[src/rtl/pipeline_stall_ctrl.sv]
// pipeline_stall_ctrl
//
// Central stall/flush sequencer for the five-stage core.
//  - Detects RAW hazards against the EX-stage destination. EX results are
//    never forwarded, so a match holds PC/IF/ID for a cycle.
//  - Sequences divider occupancy of EX for DIV_CYCLES cycles.
//  - Applies exception/redirect flushes combinationally.
//
// Parameters:
//   DIV_CYCLES  cycles EX is occupied by a divide, start through done (2..255)
//   CNT_W       width of the stall-cycle counter
//
// Ports:
//   clk_i, rst_n_i         clock (rising edge), async active-low reset
//   id_re1_i/id_raddr1_i   ID operand-1 read enable / address
//   id_re2_i/id_raddr2_i   ID operand-2 read enable / address
//   ex_we_i/ex_waddr_i     EX write enable / destination register
//   ex_div_start_i         EX divide requests the divider
//   flush_req_i/flush_pc_i exception/redirect pulse and target
//   stall_o[5:0]           hold: bit0 PC, 1 IF, 2 ID, 3 EX, 4 MEM, 5 WB
//   flush_o, new_pc_o      clear pipeline registers / PC to load on flush
//   div_busy_o, div_done_o divider occupied / result valid in EX
//   stall_cnt_o            count of stalled cycles
//
// Build option:
//   PIPE_STALL_CNT_EN  when defined, stall_cnt_o is a saturating count of
//                      cycles with any stall bit set; otherwise it is tied
//                      to zero and no counter flops exist.
//
// FSM states:
//   state        | meaning
//   ST_IDLE      | divider free; ex_div_start_i accepted here only
//   ST_DIV_BUSY  | divider running, EX and upstream held
//   ST_DIV_DONE  | divide result valid in EX, pipeline released

module pipeline_stall_ctrl #(
  parameter int DIV_CYCLES = 32,
  parameter int CNT_W      = 32
) (
  input  logic             clk_i,
  input  logic             rst_n_i,
  input  logic             id_re1_i,
  input  logic [4:0]       id_raddr1_i,
  input  logic             id_re2_i,
  input  logic [4:0]       id_raddr2_i,
  input  logic             ex_we_i,
  input  logic [4:0]       ex_waddr_i,
  input  logic             ex_div_start_i,
  input  logic             flush_req_i,
  input  logic [31:0]      flush_pc_i,
  output logic [5:0]       stall_o,
  output logic             flush_o,
  output logic [31:0]      new_pc_o,
  output logic             div_busy_o,
  output logic             div_done_o,
  output logic [CNT_W-1:0] stall_cnt_o
);

  typedef enum logic [1:0] {
    ST_IDLE     = 2'd0,
    ST_DIV_BUSY = 2'd1,
    ST_DIV_DONE = 2'd2
  } state_t;

  // The start cycle and the done cycle are not spent in DIV_BUSY, so the
  // busy state lasts DIV_CYCLES-2 cycles.
  localparam logic [7:0] DIV_LOAD = 8'(DIV_CYCLES - 2);

  localparam logic [5:0] STALL_DIV    = 6'b001111;
  localparam logic [5:0] STALL_HAZARD = 6'b000111;

  state_t     state_q, state_d;
  logic [7:0] div_cnt_q, div_cnt_d;

  logic hazard;
  logic div_accept;

  assign hazard = (id_re1_i & ex_we_i & (id_raddr1_i == ex_waddr_i) & (id_raddr1_i != 5'd0)) |
                  (id_re2_i & ex_we_i & (id_raddr2_i == ex_waddr_i) & (id_raddr2_i != 5'd0));

  // A start coinciding with a flush belongs to a squashed instruction.
  assign div_accept = (state_q == ST_IDLE) & ex_div_start_i & ~flush_req_i;

  // State register
  always_ff @(posedge clk_i or negedge rst_n_i) begin
    if (!rst_n_i) begin
      state_q   <= ST_IDLE;
      div_cnt_q <= 8'd0;
    end else begin
      state_q   <= state_d;
      div_cnt_q <= div_cnt_d;
    end
  end

  // Next-state logic
  always_comb begin
    state_d   = state_q;
    div_cnt_d = div_cnt_q;
    if (flush_req_i) begin
      state_d   = ST_IDLE;
      div_cnt_d = 8'd0;
    end else begin
      unique case (state_q)
        ST_IDLE: begin
          if (ex_div_start_i) begin
            if (DIV_LOAD == 8'd0) begin
              state_d   = ST_DIV_DONE;
              div_cnt_d = 8'd0;
            end else begin
              state_d   = ST_DIV_BUSY;
              div_cnt_d = DIV_LOAD;
            end
          end
        end
        ST_DIV_BUSY: begin
          // Leave once the decrement reaches zero.
          if (div_cnt_q <= 8'd1) begin
            state_d   = ST_DIV_DONE;
            div_cnt_d = 8'd0;
          end else begin
            div_cnt_d = div_cnt_q - 8'd1;
          end
        end
        ST_DIV_DONE: begin
          state_d   = ST_IDLE;
          div_cnt_d = 8'd0;
        end
        default: begin
          state_d   = ST_IDLE;
          div_cnt_d = 8'd0;
        end
      endcase
    end
  end

  // Output logic
  always_comb begin
    div_busy_o = div_accept | (state_q == ST_DIV_BUSY);
    div_done_o = (state_q == ST_DIV_DONE);
    flush_o    = flush_req_i;
    new_pc_o   = flush_req_i ? flush_pc_i : 32'd0;
    if (flush_req_i) begin
      stall_o = 6'b000000;
    end else if (div_busy_o) begin
      stall_o = STALL_DIV;
    end else if (hazard) begin
      stall_o = STALL_HAZARD;
    end else begin
      stall_o = 6'b000000;
    end
  end

`ifdef PIPE_STALL_CNT_EN
  logic [CNT_W-1:0] stall_cnt_q, stall_cnt_d;

  always_comb begin
    stall_cnt_d = stall_cnt_q;
    if ((stall_o != 6'd0) && (stall_cnt_q != {CNT_W{1'b1}})) begin
      stall_cnt_d = stall_cnt_q + 1'b1;
    end
  end

  always_ff @(posedge clk_i or negedge rst_n_i) begin
    if (!rst_n_i) begin
      stall_cnt_q <= '0;
    end else begin
      stall_cnt_q <= stall_cnt_d;
    end
  end

  assign stall_cnt_o = stall_cnt_q;
`else
  assign stall_cnt_o = '0;
`endif

endmodule
[config.mk]
export PLATFORM = sky130hd
export DESIGN_NAME = pipeline_stall_ctrl
export DESIGN_NICKNAME = d
export VERILOG_FILES = /design/src/rtl/pipeline_stall_ctrl.sv
export SDC_FILE = /design/constraint.sdc
export NUM_CORES = 1
export LEC_CHECK = 0
export ABC_AREA = 1
export CAP_MARGIN = 40
export CORE_MARGIN = 2
export CORE_UTILIZATION = 28
export DETAILED_ROUTE_END_ITERATION = 10
export GPL_TIMING_DRIVEN = 0
export PLACE_DENSITY = 0.78
export SLEW_MARGIN = 0
export SYNTH_ARGS = -nofsm -noshare
export SYNTH_HDL_FRONTEND = slang
export SYNTH_SLANG_ARGS = --single-unit
[constraint.sdc]
create_clock -name clk_i -period 1.44 [get_ports clk_i]
set_clock_uncertainty 0.1 [all_clocks]
set_input_delay 0.288 -clock clk_i [delete_from_list [all_inputs] [get_ports clk_i]]
set_output_delay 0.288 -clock clk_i [all_outputs]
set_load 0.02 [all_outputs]
==> After elaboration in Yosys (flattened, before gate mapping) <==
Cells that the tools add are included.
{ "word_totals": {"regBits": 10, "wordCells": 37, "rom_bits": 0, "out_inout_bits": 73, "ramBits": 0, "mem_count": 0, "latch_bits": 0} }
{ "op_classes": {"n_reduce_logical": 4, "n_mul": 0, "addsub": 1, "n_eq_ne": 6, "shifts": 0, "div": 0, "n_lt_le_gt_ge": 1, "bitwise": 11, "mux": 12} }
{ "ops": {"columns": ["cell", "n"], "rows": [
  ["$mux W32", 1],
  ["$mux W8", 3],
  ["$pmux W8 S2", 1],
  ["$eq A5 B5 Y1", 2],
  ["$reduce_bool A5 Y1", 2],
  ["$and A1 B1 Y1", 8],
  ["$le A8 B1 Y1 const B", 1],
  ["$sub A8 B1 Y8 const B", 1],
  ["$mux W2", 3],
  ["$mux W6", 1],
  ["$ne A3 B3 Y1 const B", 2],
  ["$mux W4", 1],
  ["$pmux W2 S2", 1],
  ["$mux W3", 1],
  ["$eq A2 B1 Y1 const B", 1],
  ["$eq A2 B2 Y1 const B", 1],
  ["$logic_not A2 Y1", 1],
  ["$or A1 B1 Y1", 2],
  ["$reduce_and A2 Y1", 1],
  ["$not A1 Y1", 1]
]} }

==> Longest topological paths before layout <==
Gate-level depths: netlist (run 1).
{ "depth": {"depth_word": 7, "depth_mapped": 11, "depth_no_buf": 10} }

==> Least setup slack after synthesis (run 1) <==
OpenSTA, ideal clock, no wires.
{ "synth_timing": {"kind": "in2out", "startpoint": "input port flush_req_i", "endpoint": "output port stall_o[1]", "arrival_ns": 1.345, "path_slack_ns": -0.293, "cell_stages": 9, "path_cell_list": "buf_6 > inv_1 > nand4_1 > nand2_1 > inv_1 > nand3_1 > nand2_1 > inv_1 > buf_4"} }
{ "synth_via": {"elab_chain_len": 5} }
{ "synth_lines": {"columns": ["element", "line", "source"], "rows": [
  ["from (decl)", "49", "input logic flush_req_i,"],
  ["$not A1 Y1", "82", "assign div_accept = (state_q == ST_IDLE) & ex_div_start_i & ~flush_req_i;"],
  ["$and A1 B1 Y1", "82", null],
  ["$or A1 B1 Y1", "138", "div_busy_o = div_accept | (state_q == ST_DIV_BUSY);"],
  ["net div_busy_o", "54", "output logic div_busy_o,"],
  ["$mux W4", "144", "end else if (div_busy_o) begin"],
  ["$mux W6", "142", "if (flush_req_i) begin"],
  ["to (decl)", "51", "output logic [5:0] stall_o,"]
]} }
The timed path passes the listed nets, and every way through them passes these cells.

==> Final worst setup path (run 1) <==
{ "layout_timing": {"startpoint": "register state_q[0]", "endpoint": "output port stall_o[2]"} }
{ "layout_via": {"elab_chain_len": 6, "word_cells_on_any_way": 7} }
{ "layout_lines": {"columns": ["element", "line", "source"], "rows": [
  ["from (decl)", "72", "state_t state_q, state_d;"],
  ["from (signal assigned)", "90", "state_q <= state_d;"],
  ["$logic_not A2 Y1", "82", null],
  ["$and A1 B1 Y1 (2 in a row)", "82", null],
  ["$or A1 B1 Y1 (*)", "138", null],
  ["$mux W4 (*)", "144", null],
  ["$mux W6 (*)", "142", null]
]} }
Every way passes the cells marked *; elsewhere a longest branch is shown, timed or not.

==> impl_metrics.py, run 1 <==
metrics = {
    "timing": {
        "finalHoldViolCount": 0,
        "finalMaxSlewViolations": 0,
        "tns_ns": -2.61,
        "setup_violations": 15,
        "whs_ns": 0.256,
        "finalCritPeriodShare_pct": 123,
        "max_freq_mhz": 562,
        "fin_ws_ns": -0.338,
        "period_needed_ns": 1.78,
        "rsz0062_at_grt": "yes",
    },
    "global_routing": {
        "grt_pass1_vias": 1452,
        "antenna_found_initial": 0,
        "grt_usage_pct": 14.0,
        "grt_first_pass_wirelength_um": 6140,
        "grt_max_degree": 11,
        "grt_overflow": 0,
    },
    "placed_design": {
        "place_hpwl_um": 3410,
        "dp_slack_ns": -1.10,
        "place.gp.congestion": 0.833,
        "place_area_um2": 2510,
        "port_buffers": 91,
    },
    "clock_tree": {
        "numCtsBuffers": 3,
        "cts_hold_buffers": 0,
        "numClockSinks": 10,
        "clkTransAtPathRegs_ns": 0.05,
        "cts_tree": "yes",
        "clk_path_buf_depth": 2,
        "insertion_delay_ns": 0.24,
        "h-tree-depth": 1,
        "root_buffer": "clkbuf_8",
    },
    "yosys": {
        "synth_top_family_by_area": "buffers and inverters",
        "synth_cells": 239,
        "yosys.cell_types.count": 21,
        "synth.largest_area_cell": "nand2_1",
        "yosys-top-cells-area": "nand2_1 21%, buf_4 20%, dfrtp_1 18%",
        "synthXorXnorAreaFrac_pct": 5.10,
        "synthesis.area_um2": 1380,
        "synth_simple_gate_area_share_pct": 34.6,
        "syn_avg_cell_area_um2": 5.75,
        "synth_ff_type": "dfrtp_1",
        "yosys.area_share.adder_pct": 1.82,
        "synth.area.mux_share_pct": 0,
        "synthMostInstantiatedCell": "nand2_1",
        "synth_compound_area_share_pct": 3.18,
        "synth-edff-count": 0,
        "yosys_warnings": 0,
        "synth_top_area_share_pct": 21.0,
        "ys_top_cells_by_count": "77 x nand2_1, 53 x inv_1, 37 x buf_4",
        "synthArstFlopShare_pct": 100,
        "ys_seq_area_share_pct": 18.2,
        "ys_ff_latch": 10,
    },
    "floorplan": {
        "start_util_pct": 29.1,
        "die_area_um2": 5490,
        "rows": 25,
        "core_area_um2": 4720,
        "die_y_um": 74.1,
        "die_x_um": 74.1,
        "io_pins": 127,
    },
    "worst_setup_path": {
        "worstPathArrival_ns": 1.39,
        "start_kind": "flip-flop",
        "crit_buf_inv": 5,
        "required_ns": 1.05,
        "worstSetupPathType": "flip-flop to primary output",
        "cpLargestDelayFamily": "flip-flops",
        "end_kind": "primary output",
        "cp_slowest_cell": "dfrtp_1",
        "worstPathCellList": "inv_2, nand4_1, nand2_2, inv_1, nand3_1, nand2_1, inv_2, buf_6, buf_6",
        "cpPeakStageDelay_ns": 0.39,
        "crit_fanout": 3,
    },
    "flow_run": {
        "drv_cap": 0,
    },
    "routing": {
        "routedWlPerCell_um": 9.24,
        "drt_iter0_drc": 34,
        "met3WireLength_um": 278,
        "final_antenna_net_count": 0,
        "dr_wl_met2_um": 2240,
        "viasPerCell": 3.64,
        "routed-via-count": 1645,
        "routed_wl_um": 4180,
        "drc_errors": 0,
        "top_layer_used": "met4",
        "dr.pass1.iters": 4,
        "wl_met1_um": 1650,
    },
    "layout": {
        "diodes": 0,
        "final.fill_count": 473,
        "layout.nets": 442,
        "seq_area_um2": 250,
        "multi_input_area_um2": 786,
        "drive_above_1_share_pct": 32.7,
        "fin_area_um2": 2600,
        "syn_to_final_growth_pct": 88.8,
    },
    "power_and_ir_drop": {
        "powerDensity_nw_per_um2": 734,
        "vdd_ir_drop_max_v": 0.000390,
        "p_total_w": 0.00191,
        "p_leak_nw": 1.68,
    },
    "run_status": {
        "status": "finished, violations left",
        "violations": "negative setup slack",
    },
    "min_path": {
        "min_path_type": "input port to asynchronous set/reset pin",
    },
}
## routing by layer
metal	up-vias	global-route usage [%]
met4	0	2.42
met5	-	0
met3	2	4.07
met2	53	24.4
met1	687	17.4
li1	903	-
## through the flow
stage | utilization (%) | std cells
2_1_floorplan | - | 272
3_3_place_gp | 53.1 | 430
3_5_place_dp | 53.1 | 430
4_1_cts | 53.5 | 448
5_1_grt | 55.0 | 452
6_report | 55.0 | 452
## repair_timing
item	CTS	global route
setup endpoints to repair	47	21
buffers inserted	14	5
pin swaps	16	13
resized for setup	201	19
## cell usage in the layout, fill, tap and decap left out, types with 4 or more instances in the layout
master | Yosys | layout
xor2_1 | 5 | 5
clkdlybuf4s50_1 | 0 | 34
buf_2 | 0 | 27
nor2_1 | 24 | 21
dlygate4sd2_1 | 0 | 17
inv_2 | 2 | 12
clkbuf_8 | 0 | 4
nand3_1 | 5 | 5
buf_6 | 1 | 14
nand2_1 | 77 | 74
dfrtp_1 | 10 | 10
conb_1 | 1 | 34
buf_4 | 37 | 53
inv_1 | 53 | 43
## path summary, 6_finish.rpt
| path | start | endpoint | slack, ns | cells after the start |
|---|---|---|---|---|
| min in group clk_i | flush_req_i | div_cnt_q[3] | 0.26 | 4 |
| hold / removal | rst_n_i | div_cnt_q[6] | 0.26 | 1 |
| hold reg to reg | div_cnt_q[7] | div_cnt_q[7] | 0.45 | 2 |
| setup / recovery | state_q[0] | stall_o[2] | -0.34 | 9 |
| max in group asynchronous | rst_n_i | div_cnt_q[2] | 0.67 | 1 |
| setup reg to reg | state_q[0] | div_cnt_q[1] | -0.16 | 10 |
## cell type report
| cell class | count | area share [%] |
|---|---|---|
| tap | 67 | 3.23 |
| inverter | 55 | 7.95 |
| clock buffer | 4 | 2.12 |
| buffer | 41 | 12.0 |
| multi-input combinational | 166 | 30.3 |
| sequential | 10 | 9.64 |
| timing repair buffer | 109 | 34.8 |
## sequential cells by signal, summed over array words and instances, names as in the netlist
name,flops
div_cnt_q,8
state_q,2
## kinds of logic after synthesis
kind of cell    Yosys count
buf+inv                  96
compound gates            8
simple gates            114
other cells               1
flops                    10
xor+xnor                  8
fa+ha+maj                 2
## where the power goes
group	switching [W]	internal [W]
sequential	0.0000515	0.000334
clock	0.000122	0.000241
combinational	0.000591	0.000566
Note: power is estimated with default switching activity, not from simulation.
==> run 2: changes to the inputs <==
==> constraint.sdc (replaced) <==
create_clock -name clk_i -period 1.44 [get_ports clk_i]
set_clock_uncertainty 0.1 [all_clocks]
set_input_delay 0.288 -clock clk_i [delete_from_list [all_inputs] [get_ports clk_i]]
set_output_delay 0.288 -clock clk_i [all_outputs]
set_load 0.05 [all_outputs]
==> run 2 against run 1 <==
Effect of this change: the flow still finishes with violations (negative setup slack); clock power fell by 23%; non-clock buffer count fell by 4; setup slack got worse by 0.11 ns; critical endpoint is now stall_o[1]; largest cell class unchanged; highest routed layer unchanged.
==> impl_metrics.py, run 2 (same netlist as run 1, synthesis figures left out) <==
metrics = {
    "run_status": {
        "status": "finished, violations left",
        "violations": "negative setup slack",
    },
    "global_routing": {
        "grt_overflow": 0,
        "grt_first_pass_wirelength_um": 5980,
        "grt_usage_pct": 13.4,
        "grt_max_degree": 11,
        "antenna_found_initial": 0,
        "grt_pass1_vias": 1376,
    },
    "floorplan": {
        "start_util_pct": 29.1,
        "die_y_um": 74.1,
        "core_area_um2": 4720,
        "die_area_um2": 5490,
        "io_pins": 127,
        "die_x_um": 74.1,
        "rows": 25,
    },
    "timing": {
        "max_freq_mhz": 531,
        "finalCritPeriodShare_pct": 131,
        "rsz0062_at_grt": "yes",
        "finalHoldViolCount": 0,
        "tns_ns": -2.01,
        "setup_violations": 11,
        "fin_ws_ns": -0.445,
        "finalMaxSlewViolations": 0,
        "period_needed_ns": 1.88,
    },
    "min_path": {
        "min_path_type": "input port to flip-flop",
        "hp-start": "flush_req_i",
        "whs_endpoint": "div_cnt_q[2]",
        "min_path_cells": 4,
    },
    "layout": {
        "fin_area_um2": 2850,
        "drive_above_1_share_pct": 35.8,
        "layout.nets": 438,
        "layout_common_cells": "71 x nand2_1, 52 x buf_4, 40 x inv_1",
        "largest_register_ffs": 8,
        "syn_to_final_growth_pct": 107,
        "reg_top3": "div_cnt_q (8), state_q (2)",
        "layout_commonest_cell": "nand2_1",
        "diodes": 0,
        "top_register": "div_cnt_q",
    },
    "power_and_ir_drop": {
        "p_total_w": 0.00233,
        "powerDensity_nw_per_um2": 817,
        "vdd_ir_drop_max_v": 0.000878,
        "p_leak_nw": 1.77,
    },
    "routing": {
        "routed-via-count": 1647,
        "final_antenna_net_count": 0,
        "dr.pass1.iters": 4,
        "drc_errors": 0,
        "drt_iter0_drc": 49,
        "routed_wl_um": 4240,
        "viasPerCell": 3.68,
        "routedWlPerCell_um": 9.48,
    },
    "clock_tree": {
        "clkTransAtPathRegs_ns": 0.04,
        "insertion_delay_ns": 0.23,
        "numCtsBuffers": 3,
        "cts_hold_buffers": 0,
        "h-tree-depth": 1,
        "cts_tree": "yes",
        "root_buffer": "clkbuf_8",
        "numClockSinks": 10,
        "clk_path_buf_depth": 2,
    },
    "worst_setup_path": {
        "start_kind": "flip-flop",
        "worstSetupPathType": "flip-flop to primary output",
        "worstPathArrival_ns": 1.50,
        "rr_worst_depth": 8,
        "crit_fanout": 3,
        "end_kind": "primary output",
        "r2r-start": "div_cnt_q[0]",
        "required_ns": 1.05,
        "r2r_setup_slack_ns": -0.08,
        "r2r_end": "div_cnt_q[1]",
    },
    "placed_design": {
        "place_hpwl_um": 3340,
        "place_area_um2": 2540,
        "port_buffers": 91,
        "place.gp.congestion": 0.825,
    },
    "flow_run": {
        "drv_cap": 0,
    },
}
## run 2: changes by cell type in the layout (fill, tap and decap cells not counted), moves of 7 or more
| cell | previous run | this run |
|---|---|---|
| buf_2 | 27 | 1 |
| buf_6 | 14 | 29 |
| clkdlybuf4s50_1 | 34 | 26 |
| dlymetal6s2s_1 | 0 | 8 |
| buf_8 | 0 | 7 |
## run 2: through the flow
| stage | instances | hold slack [ns] | util, % | setup WS, ns |
|---|---|---|---|---|
| finish | 447 | 0.260 | 60.3 | -0.445 |
| global route | 447 | 0.268 | 60.3 | -0.554 |
| CTS | 444 | 0.281 | 55.3 | -0.444 |
| detailed placement | 430 | 0.452 | 53.8 | -1.30 |
| global placement | 430 | 0.433 | 53.8 | -1.30 |
| floorplan | 272 | -0.108 | - | -0.401 |
## run 2: metal layers
layer | track usage (%) | up-vias | routed length, um
met5 | 0 | - | 0
met4 | 3.03 | 0 | 22
met3 | 2.30 | 2 | 276
met2 | 24.1 | 47 | 2310
met1 | 16.7 | 703 | 1620
li1 | - | 895 | -
## run 2: repair_timing
| action | in CTS | in global routing |
|---|---|---|
| setup endpoints to repair | 48 | 43 |
| buffers inserted | 11 | 4 |
| gates resized for setup | 276 | 66 |
| pin swaps | 21 | 9 |
## run 2: cell type report
class                      count  area [um2]
clock buffer                   3        41.3
sequential                    10         250
fill                         425        1870
inverter                      55         213
tap                           67        83.8
timing repair buffer         105        1060
multi-input combinational    166         870
buffer                        41         328
## run 2: worst max-delay path by stage
stage | start | to | slack, ns | depth (start not counted)
after floorplan | state_q[0] | stall_o[1] | -0.40 | 8
after detailed placement | ex_waddr_i[3] | stall_o[1] | -1.30 | 13
after global placement | ex_waddr_i[3] | stall_o[2] | -1.30 | 13
final | state_q[1] | stall_o[1] | -0.44 | 9
after CTS | state_q[0] | stall_o[1] | -0.44 | 9
after global routing | id_raddr1_i[3] | stall_o[2] | -0.55 | 11
## run 2: power by group
part	internal, W	switching, W	total, W	leakage (nW)
combinational	0.000674	0.000980	0.00165	1.62
clock	0.000182	0.0000992	0.000281	0.0216
sequential	0.000334	0.0000573	0.000392	0.131
## run 2: worst max-delay path, cell delays in order (launching register included)
cell and delay, ns:
dfrtp_1 0.39, inv_2 0.06, nand4_1 0.19, nand2_4 0.13, inv_2 0.04, nand3_2 0.06, nand2_2 0.06, clkinvlp_4 0.10
buf_8 0.10, buf_8 0.13
